--- src/rtl/irq_pending_if.sv ---
// irq_pending_if: service handshake between the pending controller and its priority-encoder/consumer side.
interface irq_pending_if;
  logic [7:0] pend_o;
  logic       req_valid_o;
  logic [2:0] code_i;
  logic       ack_i;
  modport master (output pend_o, req_valid_o, input code_i, ack_i);
  modport slave  (input pend_o, req_valid_o, output code_i, ack_i);
endinterface

--- src/rtl/irq_pending_ctrl.sv ---
// irq_pending_ctrl: latches interrupt events, masks them, and hands them out one at a time with a post-ack holdoff.
module irq_pending_ctrl #(
  parameter int EDGE_MODE = 1,
  parameter int HOLDOFF   = 2
) (
  input  logic           clk_i,
  input  logic           rst_ni,
  input  logic [7:0]     irq_i,
  input  logic           en_we_i,
  input  logic [7:0]     en_i,
  output logic [7:0]     ovf_o,
  input  logic           ovf_clr_i,
  irq_pending_if.master  bus
);
  typedef enum logic [1:0] {IDLE, PEND, HOLD} state_e;
  localparam logic [3:0] HO = 4'(HOLDOFF);
  state_e     state_q, state_d;
  logic [7:0] irq_q, pend_q, pend_d, en_q, en_d, ovf_q, ovf_d, ev, clr, nxt;
  logic [3:0] cnt_q, cnt_d;
  logic       ack;
  assign ev              = (EDGE_MODE != 0) ? (irq_i & ~irq_q) : irq_i;
  assign bus.pend_o      = pend_q & en_q;
  assign bus.req_valid_o = state_q == PEND;
  assign ack             = bus.req_valid_o & bus.ack_i;
  assign clr             = (ack && bus.pend_o[bus.code_i]) ? (8'(1) << bus.code_i) : '0;
  // a new event on the bit being acked wins over the clear and is not an overflow
  assign pend_d          = (pend_q & ~clr) | ev;
  assign ovf_d           = (ovf_clr_i ? '0 : ovf_q) | (ev & pend_q & ~clr);
  assign en_d            = en_we_i ? en_i : en_q;
  assign nxt             = pend_d & en_d;
  assign ovf_o           = ovf_q;
  always_comb begin
    state_d = state_q;
    cnt_d   = cnt_q;
    case (state_q)
      IDLE: state_d = |bus.pend_o ? PEND : IDLE;
      PEND: begin
        if (ack && HO == 4'd0) state_d = |nxt ? PEND : IDLE;
        else if (ack) begin
          state_d = HOLD;
          cnt_d   = HO;
        end else if (!(|bus.pend_o)) state_d = IDLE;
      end
      HOLD: begin
        cnt_d = cnt_q - 4'd1;
        if (cnt_q == 4'd1) state_d = |nxt ? PEND : IDLE;
      end
      default: state_d = IDLE;
    endcase
  end
  always_ff @(posedge clk_i) begin
    if (!rst_ni) begin
      state_q <= IDLE;
      cnt_q   <= '0;
      irq_q   <= '0;
      pend_q  <= '0;
      en_q    <= 8'hFF;
      ovf_q   <= '0;
    end else begin
      state_q <= state_d;
      cnt_q   <= cnt_d;
      irq_q   <= irq_i;
      pend_q  <= pend_d;
      en_q    <= en_d;
      ovf_q   <= ovf_d;
    end
  end
endmodule

--- src/flat_wrapper.sv ---
// flat-port wrapper written by rule: the top's interface ports become plain ports
module irq_pending_ctrl_flat 
#(
  parameter int EDGE_MODE = 1,
  parameter int HOLDOFF   = 2
)
  (clk_i, rst_ni, irq_i, en_we_i, en_i, ovf_o, ovf_clr_i, bus_pend_o, bus_req_valid_o, bus_code_i, bus_ack_i);
  irq_pending_if bus_i ();
  input  logic clk_i;
  input  logic rst_ni;
  input  logic [7:0] irq_i;
  input  logic en_we_i;
  input  logic [7:0] en_i;
  output logic [7:0] ovf_o;
  input  logic ovf_clr_i;
  output wire logic [$bits(bus_i.pend_o)-1:0] bus_pend_o;
  output wire logic [$bits(bus_i.req_valid_o)-1:0] bus_req_valid_o;
  input wire logic [$bits(bus_i.code_i)-1:0] bus_code_i;
  input wire logic [$bits(bus_i.ack_i)-1:0] bus_ack_i;
  assign bus_pend_o = bus_i.pend_o;
  assign bus_req_valid_o = bus_i.req_valid_o;
  assign bus_i.code_i = bus_code_i;
  assign bus_i.ack_i = bus_ack_i;
  irq_pending_ctrl #(.EDGE_MODE(EDGE_MODE), .HOLDOFF(HOLDOFF)) u_core (.clk_i(clk_i), .rst_ni(rst_ni), .irq_i(irq_i), .en_we_i(en_we_i), .en_i(en_i), .ovf_o(ovf_o), .ovf_clr_i(ovf_clr_i), .bus(bus_i));
endmodule
--- config.mk ---
export PLATFORM = sky130hd
export DESIGN_NAME = irq_pending_ctrl_flat
export DESIGN_NICKNAME = d
export VERILOG_FILES = /design/src/rtl/irq_pending_if.sv /design/src/rtl/irq_pending_ctrl.sv /design/src/flat_wrapper.sv
export SDC_FILE = /design/constraint.sdc
export NUM_CORES = 1
export LEC_CHECK = 0
export BUFFER_PORTS_ARGS = -buffer_cell sky130_fd_sc_hd__buf_2
export CAP_MARGIN = 15
export CORE_MARGIN = 3
export CORE_UTILIZATION = 55
export DETAILED_ROUTE_END_ITERATION = 10
export PLACE_DENSITY_LB_ADDON = 0.2
export SLEW_MARGIN = 20
export SYNTH_ARGS = -nofsm -noshare
export SYNTH_HDL_FRONTEND = slang
export SYNTH_SLANG_ARGS = --single-unit
--- constraint.sdc ---
create_clock -name clk_i -period 3.4 [get_ports clk_i]
set_clock_uncertainty 0.15 [all_clocks]
set_input_delay 0.17 -clock clk_i [delete_from_list [all_inputs] [get_ports clk_i]]
set_output_delay 0.17 -clock clk_i [all_outputs]
set_load 0.02 [all_outputs]
### Yosys cells after proc, flatten, opt, wreduce, memory -nomap -nowiden

Index checks and enable logic that the tools add are counted.

| word-level totals | value |
|---|---|
| register bits | 38 |
| bits of input ports | 24 |
| output and inout port bits | 17 |

| cells by class | value |
|---|---|
| add/subtract/negate cells | 1 |
| order comparisons | 1 |
| equality and inequality tests | 6 |
| shifts and indexed selects | 1 |
| multiplexer cells | 13 |
| bitwise logic cells | 11 |
| reductions and logical operators | 7 |

Operator list:

| operator | number |
|---|---|
| $and A8 B8 Y8 | 6 |
| $mux W8 | 3 |
| $not A8 Y8 | 2 |
| $or A8 B8 Y8 | 2 |
| $reduce_or A8 Y1 | 2 |
| $pmux W4 S2 | 1 |
| $shl A1 B3 Y8 const A | 1 |
| $mux W2 | 3 |
| $pmux W2 S3 | 1 |
| $eq A4 B1 Y1 const B | 1 |
| $lt A3 B4 Y1 const B | 1 |
| $mux W4 | 1 |
| $reduce_and A2 Y1 | 2 |
| $sub A4 B1 Y4 const B | 1 |
| $bmux W1 S3 | 1 |
| $mux W1 | 3 |
| $ne A3 B3 Y1 const B | 1 |
| $eq A2 B1 Y1 const B | 1 |
| $eq A2 B2 Y1 const B | 1 |
| $logic_not A2 Y1 | 1 |
| $ne A2 B1 Y1 const B | 1 |
| $ne A2 B2 Y1 const B | 1 |
| $reduce_bool A2 Y1 | 1 |
| $and A1 B1 Y1 | 1 |
| $logic_and A1 B1 Y1 | 1 |

### Longest topological paths before layout

| logic depth | value |
|---|---|
| word-level depth | 13 |
| gate-level depth with buffers | 6 |
| depth with buffers taken out | 6 |

### Worst setup path before layout

OpenSTA, ideal clock, no wires.

| path | value |
|---|---|
| path type | reg-to-reg |
| start | register u_core.state_q[1] |
| end | register u_core.ovf_q[4], in the netlist u_core.ovf_o[4] |
| setup time | 0.115 ns |
| data arrival time | 1.559 ns |
| data required time | 3.135 ns |
| path slack | 1.576 ns |
| stages on the path, launching flop included | 7 |
| clock period less this slack | 1.824 ns |
| path through | dfxtp_1 -> buf_2 -> nor2b_1 -> nand4_1 -> o31ai_1 -> o2bb2ai_1 -> and2_1 |

| between the ends | value |
|---|---|
| cells in the longest elaborated chain, start to end | 7 |

Ends and longest elaborated chain:

| what | RTL line | source |
|---|---|---|
| from (decl) | irq_pending_ctrl.sv:17 | `state_e state_q, state_d;` |
| from (signal assigned) | irq_pending_ctrl.sv:60 | `state_q <= state_d;` |
| $eq A2 B1 Y1 | irq_pending_ctrl.sv:23 | `assign bus.req_valid_o = state_q == PEND;` |
| net bus_req_valid_o | flat_wrapper.sv:17 | `output wire logic [$bits(bus_i.req_valid_o)-1:0] bus_req_valid_o;` |
| $and A1 B1 Y1 | irq_pending_ctrl.sv:24 | `assign ack = bus.req_valid_o & bus.ack_i;` |
| $logic_and A1 B1 Y1 | irq_pending_ctrl.sv:25 | `assign clr = (ack && bus.pend_o[bus.code_i]) ? (8'(1) << bus.code_i) : '0;` |
| $mux W8 | irq_pending_ctrl.sv:25 |  |
| $not A8 Y8 | irq_pending_ctrl.sv:28 | `assign ovf_d = (ovf_clr_i ? '0 : ovf_q) \| (ev & pend_q & ~clr);` |
| $and A8 B8 Y8 | irq_pending_ctrl.sv:28 |  |
| $or A8 B8 Y8 | irq_pending_ctrl.sv:28 |  |
| to (signal assigned) | irq_pending_ctrl.sv:65 | `ovf_q <= ovf_d;` |
| to (decl) | irq_pending_ctrl.sv:18 | `logic [7:0] irq_q, pend_q, pend_d, en_q, en_d, ovf_q, ovf_d, ev, clr, nxt;` |

The timed path passes the listed nets, and every way through them passes these cells.
A chain may end at the register's enable or synchronous reset.

### Final worst setup path

| path | value |
|---|---|
| start | register u_core.state_q[1] |
| end | register u_core.state_q[0] |

| between the ends | value |
|---|---|
| cells in the longest elaborated chain, start to end | 12 |
| elaborated cells on any way between the ends | 18 |
| classes of those cells | 4 x eq/ne; 5 x mux; 5 x bitwise; 4 x reduce/logical |

Ends and longest elaborated chain:

| what | RTL line | source |
|---|---|---|
| $eq A2 B1 Y1 | irq_pending_ctrl.sv:23, irq_pending_ctrl.sv:35 |  |
| $and A1 B1 Y1 | irq_pending_ctrl.sv:24 |  |
| $logic_and A1 B1 Y1 | irq_pending_ctrl.sv:25 |  |
| $mux W8 | irq_pending_ctrl.sv:25 |  |
| $not A8 Y8 | irq_pending_ctrl.sv:27 | `assign pend_d = (pend_q & ~clr) \| ev;` |
| $and A8 B8 Y8 | irq_pending_ctrl.sv:27 |  |
| $or A8 B8 Y8 | irq_pending_ctrl.sv:27 |  |
| $and A8 B8 Y8 | irq_pending_ctrl.sv:30 | `assign nxt = pend_d & en_d;` |
| $reduce_or A8 Y1 | irq_pending_ctrl.sv:46 | `if (cnt_q == 4'd1) state_d = \|nxt ? PEND : IDLE;` |
| $mux W1 | irq_pending_ctrl.sv:46 |  |
| $mux W2 | irq_pending_ctrl.sv:46 |  |
| $pmux W2 S3 | irq_pending_ctrl.sv:35 | `case (state_q)` |

Parallel ways exist; a longest one is shown, timed or not. The select of a mux whose other input is x is not followed.

==> qor.txt <==
number of global-route vias before repair: 1546
top-count cell post-synth: dfxtp_1
delay-heaviest family, CP: simple AND/OR/NAND/NOR gates
clk_lat worst skew: 0.35 ns
final max-slew violation count: 0
Port Buf Inserts: 40
clk root buf: clkbuf_4
post-route minimum period: 1.98 ns
Slew @ Worst Pin: 0.692 ns
highest metal used: met4
Num CTS Buffers: 5
most frequent CP cell: a21oi_1
most common flop cell mapped by yosys: dfxtp_1
Cell Area, Synth: 1650 µm²
post-synthesis cell type count: 35
Slowest cell on crit path: dfxtp_1
Detail Route met3 WL: 252 µm
RSZ-0062 raised after global routing: false
Synth Net Count: 215
first-pass GRT wire length: 6910 µm
CP Capture Type: register
Worst Hold Depth: 3
Yosys warning count: 0
clock slew at reported path FFs: 0.12 ns
Starting Density: 59.0%
gr usage total: 25.4%
WP buf/inv: 0
TritonCTS clock tree: built
row cnt: 19
GP Congestion: 0.823
hpwl dp: 2960 µm
status: finished, final reports clean
Area Overhead vs Synth: 31.5%
cell taking the most area after synthesis: dfxtp_1
worst-path fanout max: 10
PwrDens: 496 nW/µm²
DRT Pass-1 Iters: 4
final worst setup slack: 1.42 ns
Finished Cell Area: 2180 µm²
max cap viols: 0
Worst VDD drop: 0.000324 V
Lkg Pwr: 0.937 nW
Post-CTS Resized: 0
Final Hold Vio Count: 0
Synth area leaders: dfxtp_1 46%, a21oi_1 6.4%, and2_1 6.1%
FF+latch count, synth: 38
startpoint types: register
Routed WL per cell: 15.7 µm
Setup TNS: 0 ns
fmax: 506 MHz
Fill cells: 187
post-route total power: 1.08 mW
hold buffer count at cts: 20
Max stage delay on crit path: 0.41 ns
worst min-delay path class: in2reg
DRC violations left: 0
Antenna Nets Post-Route: 0
M1 WL: 1860 µm
antenna cells: 0
share of cells above drive strength 1: 22.4%
H-tree depth: 2
post-synth top area share: 46.0%
R2R depth: 5
total vias in the final route: 1609
Mapped Cells: 189
final setup vio count: 0
GRT Residual Overflow: 0
metal2 WL: 2180 µm
Post-Route Utilization: 77.6%
clock sinks: 38
largest net degree at the start of global routing: 24
CP Class: reg2reg
DIE AREA: 3700 µm²
fin crit share: 58.2%
vias per cell: 5.73
Die X: 60.8 µm
core area: 2810 µm²
ys async rst share: 0%
Crit path required time: 3.50 ns
pre-CTS WS: 1.50 ns
postcts setup bufs: 0
Slew HR: 53.8%
synth cell count leaders: 38 x dfxtp_1, 21 x a21oi_1, 17 x nor2_1
CTS Buffer Depth: 2
register area share after synthesis: 46.0%
Crit. path cell count: 5
synthesized area per cell: 8.75 µm²
Routed WL: 4400 µm
Final #Nets: 275
number of flops mapped to enable cells by yosys: 0
die height: 60.8 µm
critical-path cell list: nand4bb_1 > o41ai_2 > a21oi_1 > nor4_1 > a21oi_1
initial antenna violation count: 0
I/O pin cnt: 41
DP Area: 1860 µm²
initial drt markers: 111
Worst Path Arrival: 2.08 ns
## layout make-up
cell class	instances	area (µm²)	share of cell area, %
tap	31	38.8	1.78
clock inverter	2	60.1	2.76
clock buffer	6	51.3	2.36
sequential	38	761	35.0
multi-input combinational	138	842	38.7
timing repair buffer	60	400	18.4
inverter	6	22.5	1.04
## worst register-to-register path, cell delays in order, from the launching register on
cell and delay (ns):
dfxtp_1 0.41, nand4bb_1 0.32, o41ai_2 0.38, a21oi_1 0.15, nor4_1 0.35, a21oi_1 0.11
## flip-flops by register name (all words and copies together), names as in the netlist
signal,flops
u_core.en_q,8
u_core.irq_q,8
u_core.ovf_o,8
u_core.pend_q,8
u_core.cnt_q,4
u_core.state_q,2
## final timing paths
path	slack, ns	startpoint	to
setup / recovery	1.42	u_core.state_q[1]	u_core.state_q[0]
hold / removal	0.01	en_i[7]	u_core.en_q[7]
setup reg to reg	1.42	u_core.state_q[1]	u_core.state_q[0]
hold reg to reg	0.31	u_core.ovf_o[6]	u_core.ovf_o[6]
## metrics by stage
| step | hold WS (ns) | std cells |
|---|---|---|
| after detailed placement | 0.242 | 253 |
| after global routing | 0.0182 | 281 |
| after floorplan | 0.142 | 189 |
| after CTS | 0.00738 | 281 |
| final | 0.0114 | 281 |
| after global placement | 0.233 | 253 |
## report_power, final
part,switching [mW],total [mW],leakage (nW),internal [mW]
clock,0.151,0.400,0.0585,0.249
sequential,0.0220,0.496,0.314,0.474
combinational,0.100,0.184,0.565,0.0835
total,0.273,1.08,0.937,0.807
## logic make-up (layout without fill, tap and decap cells)
kind of cell	count (synthesis)	in the layout	share of synthesized area [%]
and+or+nand+nor	78	78	26.2
AOI/OAI and AO/OA	50	50	18.2
DFF	38	38	46.0
buffers and inverters	13	74	3.10
muxes	8	8	5.07
adders and majority gates	2	2	1.51
## layer usage
metal	up-vias	GRT usage (%)
met4	0	12.4
li1	774	-
met5	-	0
met2	68	43.4
met3	15	6.81
met1	752	29.4
## cells in the final DEF (no fill, tap or decap), drive strengths merged, types with 3 or more instances in the layout
cell and n:
inv 6, nand3 4, dfxtp 38, nor2b 6, mux2 3, and2 17
nand3b 4, or2 3, nor2 17, buf 40, nand2b 9, o21a 3
dlygate4sd3 20, o21ai 15, mux2i 5, nand2 11, clkbuf 6, a21oi 21
(Power assumes the default switching activity.)
